### config.mk
export PLATFORM = sky130hd
export DESIGN_NAME = ahb_burst_master
export DESIGN_NICKNAME = d
export VERILOG_FILES = /design/src/rtl/ahb_burst_master.sv
export SDC_FILE = /design/constraint.sdc
export NUM_CORES = 1
export LEC_CHECK = 0
export ABC_AREA = 1
export BUFFER_PORTS_ARGS = -buffer_cell sky130_fd_sc_hd__clkbuf_2
export CORE_UTILIZATION = 47
export CTS_BUF_LIST = sky130_fd_sc_hd__clkbuf_8
export DETAILED_ROUTE_END_ITERATION = 10
export PLACE_DENSITY = 0.79
export SYNTH_ARGS = -nofsm -noshare
export SYNTH_HDL_FRONTEND = slang
export SYNTH_SLANG_ARGS = --single-unit
### constraint.sdc
create_clock -name HCLK -period 2.3 [get_ports HCLK]
set_clock_uncertainty 0.2 [all_clocks]
set_input_delay 0.23 -clock HCLK [delete_from_list [all_inputs] [get_ports HCLK]]
set_output_delay 0.23 -clock HCLK [all_outputs]
set_load 0.03 [all_outputs]
### src/rtl/ahb_burst_master.sv
// AHB-Lite master issuing one SINGLE/INCR burst per command with pipelined address/data phases.
// Define AHB_MASTER_ERR_ABORT_EN to abandon the remaining beats of a burst on an ERROR response.
module ahb_burst_master #(
  parameter int DATA_WIDTH = 32,
  parameter int ADDR_WIDTH = 32,
  parameter int MAX_BEATS  = 16,
  localparam int BW        = $clog2(MAX_BEATS + 1)
) (
  input  logic                  HCLK,
  input  logic                  RESET,
  input  logic                  cmd_valid,
  output logic                  cmd_ready,
  input  logic [ADDR_WIDTH-1:0] cmd_addr,
  input  logic                  cmd_write,
  input  logic [2:0]            cmd_size,
  input  logic [BW-1:0]         cmd_beats,
  input  logic [DATA_WIDTH-1:0] wr_data,
  output logic                  wr_pop,
  output logic [DATA_WIDTH-1:0] rd_data,
  output logic                  rd_valid,
  output logic                  done,
  output logic                  err,
  output logic                  busy,
  output logic [ADDR_WIDTH-1:0] HADDR,
  output logic [1:0]            HTRANS,
  output logic                  HWRITE,
  output logic [2:0]            HSIZE,
  output logic [2:0]            HBURST,
  output logic [DATA_WIDTH-1:0] HWDATA,
  output logic                  HMASTLOCK,
  input  logic [DATA_WIDTH-1:0] HRDATA,
  input  logic                  HREADY,
  input  logic                  HRESP
);

`ifdef AHB_MASTER_ERR_ABORT_EN
  localparam bit ABORT_EN = 1'b1;
`else
  localparam bit ABORT_EN = 1'b0;
`endif

  localparam logic [2:0] MAX_SIZE  = 3'($clog2(DATA_WIDTH / 8));
  localparam logic [1:0] TR_IDLE   = 2'b00;
  localparam logic [1:0] TR_NONSEQ = 2'b10;
  localparam logic [1:0] TR_SEQ    = 2'b11;

  typedef enum logic [1:0] {S_IDLE, S_ADDR, S_DRAIN, S_DONE} state_t;

  state_t                state_q, state_d;
  logic [ADDR_WIDTH-1:0] haddr_q, haddr_d;
  logic [1:0]            htrans_q, htrans_d;
  logic                  hwrite_q, hwrite_d;
  logic [2:0]            hsize_q, hsize_d;
  logic [2:0]            hburst_q, hburst_d;
  logic [DATA_WIDTH-1:0] hwdata_q, hwdata_d;
  logic [DATA_WIDTH-1:0] rd_data_q, rd_data_d;
  logic                  rd_valid_q, rd_valid_d;
  logic                  err_q, err_d;
  logic [BW-1:0]         left_q, left_d;
  logic                  dphase_q, dphase_d;

  logic [2:0]            size_clamped;
  logic [BW-1:0]         beats_eff;
  logic                  abort_now;

  assign size_clamped = (cmd_size > MAX_SIZE) ? MAX_SIZE : cmd_size;
  assign beats_eff    = (cmd_beats == '0) ? BW'(1) : cmd_beats;
  // First wait-state cycle of an ERROR response; only acted on when aborting is enabled.
  assign abort_now    = ABORT_EN && dphase_q && HRESP && !HREADY;

  always_ff @(posedge HCLK or negedge RESET) begin
    if (!RESET) begin
      state_q    <= S_IDLE;
      haddr_q    <= '0;
      htrans_q   <= TR_IDLE;
      hwrite_q   <= 1'b0;
      hsize_q    <= 3'b010;
      hburst_q   <= 3'b000;
      hwdata_q   <= '0;
      rd_data_q  <= '0;
      rd_valid_q <= 1'b0;
      err_q      <= 1'b0;
      left_q     <= '0;
      dphase_q   <= 1'b0;
    end else begin
      state_q    <= state_d;
      haddr_q    <= haddr_d;
      htrans_q   <= htrans_d;
      hwrite_q   <= hwrite_d;
      hsize_q    <= hsize_d;
      hburst_q   <= hburst_d;
      hwdata_q   <= hwdata_d;
      rd_data_q  <= rd_data_d;
      rd_valid_q <= rd_valid_d;
      err_q      <= err_d;
      left_q     <= left_d;
      dphase_q   <= dphase_d;
    end
  end

  always_comb begin
    state_d    = state_q;
    haddr_d    = haddr_q;
    htrans_d   = htrans_q;
    hwrite_d   = hwrite_q;
    hsize_d    = hsize_q;
    hburst_d   = hburst_q;
    hwdata_d   = hwdata_q;
    rd_data_d  = rd_data_q;
    rd_valid_d = 1'b0;
    err_d      = err_q;
    left_d     = left_q;
    wr_pop     = 1'b0;

    // A data phase follows every completed address phase and lasts until HREADY.
    if (HREADY) dphase_d = (state_q == S_ADDR) && htrans_q[1];
    else        dphase_d = dphase_q;

    if (dphase_q && HRESP) err_d = 1'b1;

    if (dphase_q && HREADY && !hwrite_q && !(ABORT_EN && HRESP)) begin
      rd_data_d  = HRDATA;
      rd_valid_d = 1'b1;
    end

    case (state_q)
      S_IDLE: begin
        if (cmd_valid) begin
          haddr_d  = cmd_addr;
          htrans_d = TR_NONSEQ;
          hwrite_d = cmd_write;
          hsize_d  = size_clamped;
          hburst_d = (beats_eff == BW'(1)) ? 3'b000 : 3'b001;
          left_d   = beats_eff;
          err_d    = 1'b0;
          state_d  = S_ADDR;
        end
      end
      S_ADDR: begin
        if (abort_now) begin
          htrans_d = TR_IDLE;
          state_d  = S_DRAIN;
        end else if (HREADY) begin
          if (hwrite_q) begin
            wr_pop   = 1'b1;
            hwdata_d = wr_data;
          end
          if (left_q > BW'(1)) begin
            haddr_d  = haddr_q + (ADDR_WIDTH'(1) << hsize_q);
            htrans_d = TR_SEQ;
            left_d   = left_q - BW'(1);
          end else begin
            htrans_d = TR_IDLE;
            state_d  = S_DRAIN;
          end
        end
      end
      S_DRAIN: begin
        if (HREADY) state_d = S_DONE;
      end
      S_DONE: begin
        state_d = S_IDLE;
      end
      default: state_d = S_IDLE;
    endcase
  end

  assign cmd_ready = (state_q == S_IDLE);
  assign busy      = (state_q == S_ADDR) || (state_q == S_DRAIN);
  assign done      = (state_q == S_DONE);
  assign err       = err_q;
  assign rd_data   = rd_data_q;
  assign rd_valid  = rd_valid_q;
  assign HADDR     = haddr_q;
  assign HTRANS    = htrans_q;
  assign HWRITE    = hwrite_q;
  assign HSIZE     = hsize_q;
  assign HBURST    = hburst_q;
  assign HWDATA    = hwdata_q;
  assign HMASTLOCK = 1'b0;

endmodule

# Word-level counts from Yosys, hierarchy flattened
# Cells that the tools add are included.
# W data, S select, Z words.
# word_totals
reg_bits	115
in_bits	110
output_inout_bits	112
word_cells	67
# op_classes
add_sub_neg	2
order_cmp	2
n_eq_ne	9
n_shift	1
n_mux	27
reduce_logical	14
# op_table
cell	n
$mux W32	3
$pmux W32 S2	1
$add A32 B32 Y32	1
$shl A1 B3 Y32 const A	1
$mux W5	4
$mux W2	7
$ne A2 B2 Y1 const B	5
$pmux W5 S2	1
$mux W1	8
$pmux W2 S4	1
$reduce_and A4 Y1	2
$reduce_and A3 Y1	2
$eq A5 B1 Y1 const B	1
$gt A5 B1 Y1 const B	1
$logic_not A5 Y1	1
$sub A5 B1 Y5 const B	1
$eq A2 B2 Y1 const B	2
$logic_and A1 B1 Y1	4
$pmux W2 S2	1
$gt A3 B2 Y1 const B	1
$mux W3	1
$eq A2 B1 Y1 const B	1
$logic_not A2 Y1	1
$reduce_and A2 Y1	1
other kinds (3)	3

# Longest topological paths before layout
# depth
depth_word	5
mapped_depth	14
mapped_depth_nobuf	14

# Worst setup path before layout
# OpenSTA, ideal clock, no wires.
# synth_timing
path_kind	register to register
startpoint	register hsize_q[1] (netlist: HSIZE[1])
endpoint	register haddr_q[10] (netlist: HADDR[10])
setup_time_ns	0.117
arrival_time_ns	2.134
required_ns	1.983
setup_slack_ns	-0.151
path_stages_with_launch	14
period_less_slack_ns	2.451
cell_sequence	dfstp_2 > nor3_1 > ha_1 > fa_1 > nand2_1 > nand2_1 > nand3b_1 > nand2_1 > nand2_1 > nand2_1 > o21ai_0 > nand2_1 > o21ai_1 > inv_1
# synth_between
elab_chain_cells	5
# synth_lines
item	line	source
start, declared	53	logic [2:0] hsize_q, hsize_d;
start signal, assigned	90	hsize_q <= hsize_d;
$shl A1 B3 Y32	149	haddr_d = haddr_q + (ADDR_WIDTH'(1) << hsize_q);
$add A32 B32 Y32	149	
$mux W32	148	if (left_q > BW'(1)) begin
$mux W32	143	end else if (HREADY) begin
$pmux W32 S2	126	case (state_q)
end signal, assigned	87	haddr_q <= haddr_d;
end, declared	50	logic [ADDR_WIDTH-1:0] haddr_q, haddr_d;
# Every way passes these cells. The select of a mux whose other input is x is not followed.
# A chain may end at the register's enable or synchronous reset.

# Worst setup path after layout
# layout_timing
startpoint	register hsize_q[0] (netlist: HSIZE[0])
endpoint	register haddr_q[30] (netlist: HADDR[30])
# The elaborated chain is that of the path after synthesis.

==> summary.md <==
| Metric | Value |
|---|---|
| Worst setup path class | `reg -> reg` |
| Site Rows | `41` |
| Non-Filler Instances | `1,387` |
| Skew-Pair Late Insertion Delay | `460 ps` |
| # setup viols final | `23` |
| Nets | `1,327` |
| Crit path max fanout | `5` |
| Initial antenna violation count | `0` |
| Wire length on met2 | `11,300 um` |
| Reg2Reg Launch Point | `HSIZE[0]` |
| Crit path cell chain | `clkinvlp_4 > buf_6 > nor3_4 > ha_4 > nand2_2 > nor2_2 > inv_1 > nor2_2 > nand2_1 > nand2_2 > nand2_1 > nand2_1 > nand3_1 > nand2_1 > nand2_1` |
| Buffers on Ports | `218` |
| DIE AREA | `13,630 um2` |
| WL final | `22,410 um` |
| Worst setup margin | `-126.1 ps` |
| WL met3 | `1921 um` |
| DPL Wire Length | `12,700 um` |
| Post-synth EDFFs | `0` |
| Clk root buf | `clkbuf_8` |
| Die width | `116.8 um` |
| Largest net degree at the start of global routing | `56` |
| FF+latch area | `2831 um2` |
| # IOs | `222` |
| Die Span Y | `116.8 um` |
| Via-to-Cell Ratio | `5.136` |
| Peak VDD IR | `1.128 mV` |
| # fillers | `897` |
| Synth-to-Final Area Change | `52.50%` |
| Wire length on met1 | `8308 um` |
| Final design utilization | `74.19%` |
| Antenna-violating nets left | `0` |
| Tcrit/Tclk final | `105.5%` |
| Total track usage | `33.15%` |
| Warnings, synthesis | `0` |
| Hold Crit Endpoint | `left_q[0]` |
| Pins Over Slew Limit | `0` |
| Clock Path Buffers | `2` |
| RSZ-0062 raised after global routing | `true` |
| Design area | `9439 um2` |
| Via Count | `7,123` |
| Area contributors post-synth | `dfrtp_1, nand2_1, inv_1` |
| Critical path endpoint category | `flop` |
| Cell taking the most area after synthesis | `dfrtp_1` |
| Mapped Cells | `853` |
| Largest stage delay, worst path | `440 ps` |
| Worst R2R Setup Slack | `-130 ps` |
| Drt pass-1 iters | `6` |
| Pwr/cell area | `1457 nW/um2` |
| Worst-margin pin slew | `542.3 ps` |
| Vias in the first global route | `7,101` |
| Part of the Yosys area used for sequential elements | `45.70%` |
| DRC viols | `0` |
| Worst EP arrival | `2560 ps` |
| Status | `finished, violations left` |
| TritonCTS Buffers | `17` |
| Most frequent cells in the layout | `nand2_1, clkbuf_2, dfrtp_1, dlygate4sd3_1, inv_1` |
| Wirelength per Cell | `16.16 um` |
| GP Congestion | `0.8788` |
| # diodes | `0` |
| Fraction of layout cells with a size suffix above 1 | `31.19%` |
| DRT iter0 DRCs | `517` |
| Top cell by count, worst path | `nand2_1` |
| Area taken by multi-input logic gates | `3177 um2` |
| Violated checks | `setup timing` |
| Avg Cell Area, Syn | `7.256 um2` |
| Setup_tns | `-1688 ps` |
| Final Hold Viols | `0` |
| Clk pin slew, worst setup/hold paths | `80 ps` |
| Max Freq | `0.4122 GHz` |
| Grt ovf | `0` |
| First-pass GRT wire length | `34,160 um` |
| Top Metal Used | `met4` |
| Placed cell count | `1,233` |
| Post-synth ARST share | `100.0%` |
| Top cell type's share of synthesized area | `45.28%` |
| Mapped cell area | `6190 um2` |
| H-tree Lvls | `4` |
| Min-delay src | `cmd_beats[0]` |
| DP Area | `7521 um2` |
| Max_slew headroom | `63.85%` |
| Yosys cell types | `41` |
| Most common cell after layout, fill and taps aside | `nand2_1` |
| Top_reg_cell synth | `dfrtp_1` |
| Maxcap violations | `0` |
| Capturing point of the worst reg2reg path | `HADDR[30]` |
| TritonCTS clock tree | `done` |
| Clock sink count | `113` |
| Critical-path top delay cell | `dfrtp_2` |
| Worst hold path depth | `5` |
| Synthesis-stage register bit count | `113` |
| Leakage power | `5.028 nW` |
| Worst Reg-to-Reg Cells | `15` |
| Hold Path Class | `in -> reg` |
| Req. time, crit path | `2440 ps` |
| Tmin final | `2426 ps` |
| Startpoint class of the critical path | `flop` |
| Starting Density | `48.65%` |
| Core Area | `12,720 um2` |
per-stage QoR:
| step | worst slack (ps) | hold WS [ps] | total power [mW] |
|---|---|---|---|
| 3_5_place_dp | -193.4 | 8.240 | 10.63 |
| 3_3_place_gp | -103.6 | 10.00 | 10.45 |
| 6_report | -126.1 | 24.35 | 13.75 |
| 5_1_grt | -291.9 | 71.08 | 14.61 |
| 2_1_floorplan | -5.642 | -265.6 | 8.622 |
| 4_1_cts | -59.73 | 12.94 | 12.98 |
layout make-up:
class	count	area share, %
clock buffers	18	2.625
clock inverters	14	1.896
inverters	83	3.446
multi-input cells	628	33.66
flip-flops and latches	113	30.00
well taps	172	2.280
repair buffers	359	26.10
cell families (layout without fill, tap and decap cells):
group | Yosys count | in the layout | synth area share [%]
and+or+nand+nor | 538 | 538 | 36.41
buffers and inverters | 114 | 474 | 7.965
DFF | 113 | 113 | 45.70
AOI/OAI and AO/OA | 72 | 72 | 6.711
adders and majority gates | 15 | 15 | 3.153
other | 1 | 3 | 0.06058
sequential cells by signal, indices dropped and copies added (netlist names), 2 cells and up:
| register | flops |
|---|---|
| rd_data | 32 |
| left_q | 5 |
| state_q | 2 |
| HSIZE | 3 |
| HADDR | 32 |
| HTRANS | 2 |
| HWDATA | 32 |
repair_timing:
action                                  in CTS  in global routing
endpoints found under the setup margin      27                 29
hold endpoints to repair                   219                  0
resized for setup                           31                 50
buffers inserted                             2                 10
pin swaps                                   14                 23
hold buffers                               110                  0
per-layer routing:
layer / vias to the layer above / global-route usage (%)
li1: 3356 / -
met5: - / 0
met1: 3286 / 36.89
met3: 80 / 8.926
met4: 0 / 17.13
met2: 401 / 58.19
synth_stat cells, types with 3 or more instances:
master    number
a21oi_1       29
a31oi_1        5
buf_2         10
buf_4          4
buf_6          4
clkbuf_1      13
dfrtp_1      112
ha_1          14
inv_1         75
inv_2          6
nand2_1      364
nand2_2        5
nand3_1       53
nand3b_1       5
nand4_1        6
nor2_1        71
nor2_2         5
nor2_4         3
nor3_1        15
o21ai_0       20
o21ai_1        7
or2_2          3
report_power, final:
| group | total (mW) | leakage (nW) | switching (mW) | internal (mW) |
|---|---|---|---|---|
| clock | 2.07 | 0.207 | 0.957 | 1.12 |
| combinational | 7.76 | 3.44 | 5.28 | 2.47 |
| sequential | 3.92 | 1.38 | 0.975 | 2.95 |
worst max-delay path, delay by kind of cell, from the launching register on:
kind                     cells  cell delay [ps]
buffers and inverters        3              380
adder cells (fa/ha/maj)      1              220
flip-flops                   1              440
AND/OR/NAND/NOR             11             1050
worst max-delay path by stage:
| stage | to | startpoint | cells after the start |
|---|---|---|---|
| 2_1_floorplan | HADDR[10] | HSIZE[1] | 13 |
| 3_3_place_gp | HADDR[9] | HSIZE[1] | 13 |
| 3_5_place_dp | HADDR[9] | HSIZE[1] | 13 |
| 4_1_cts | HADDR[11] | HSIZE[1] | 13 |
| 5_1_grt | HADDR[30] | HSIZE[0] | 15 |
| 6_report | HADDR[30] | HSIZE[0] | 15 |
Note: power is estimated with default switching activity, not from simulation.
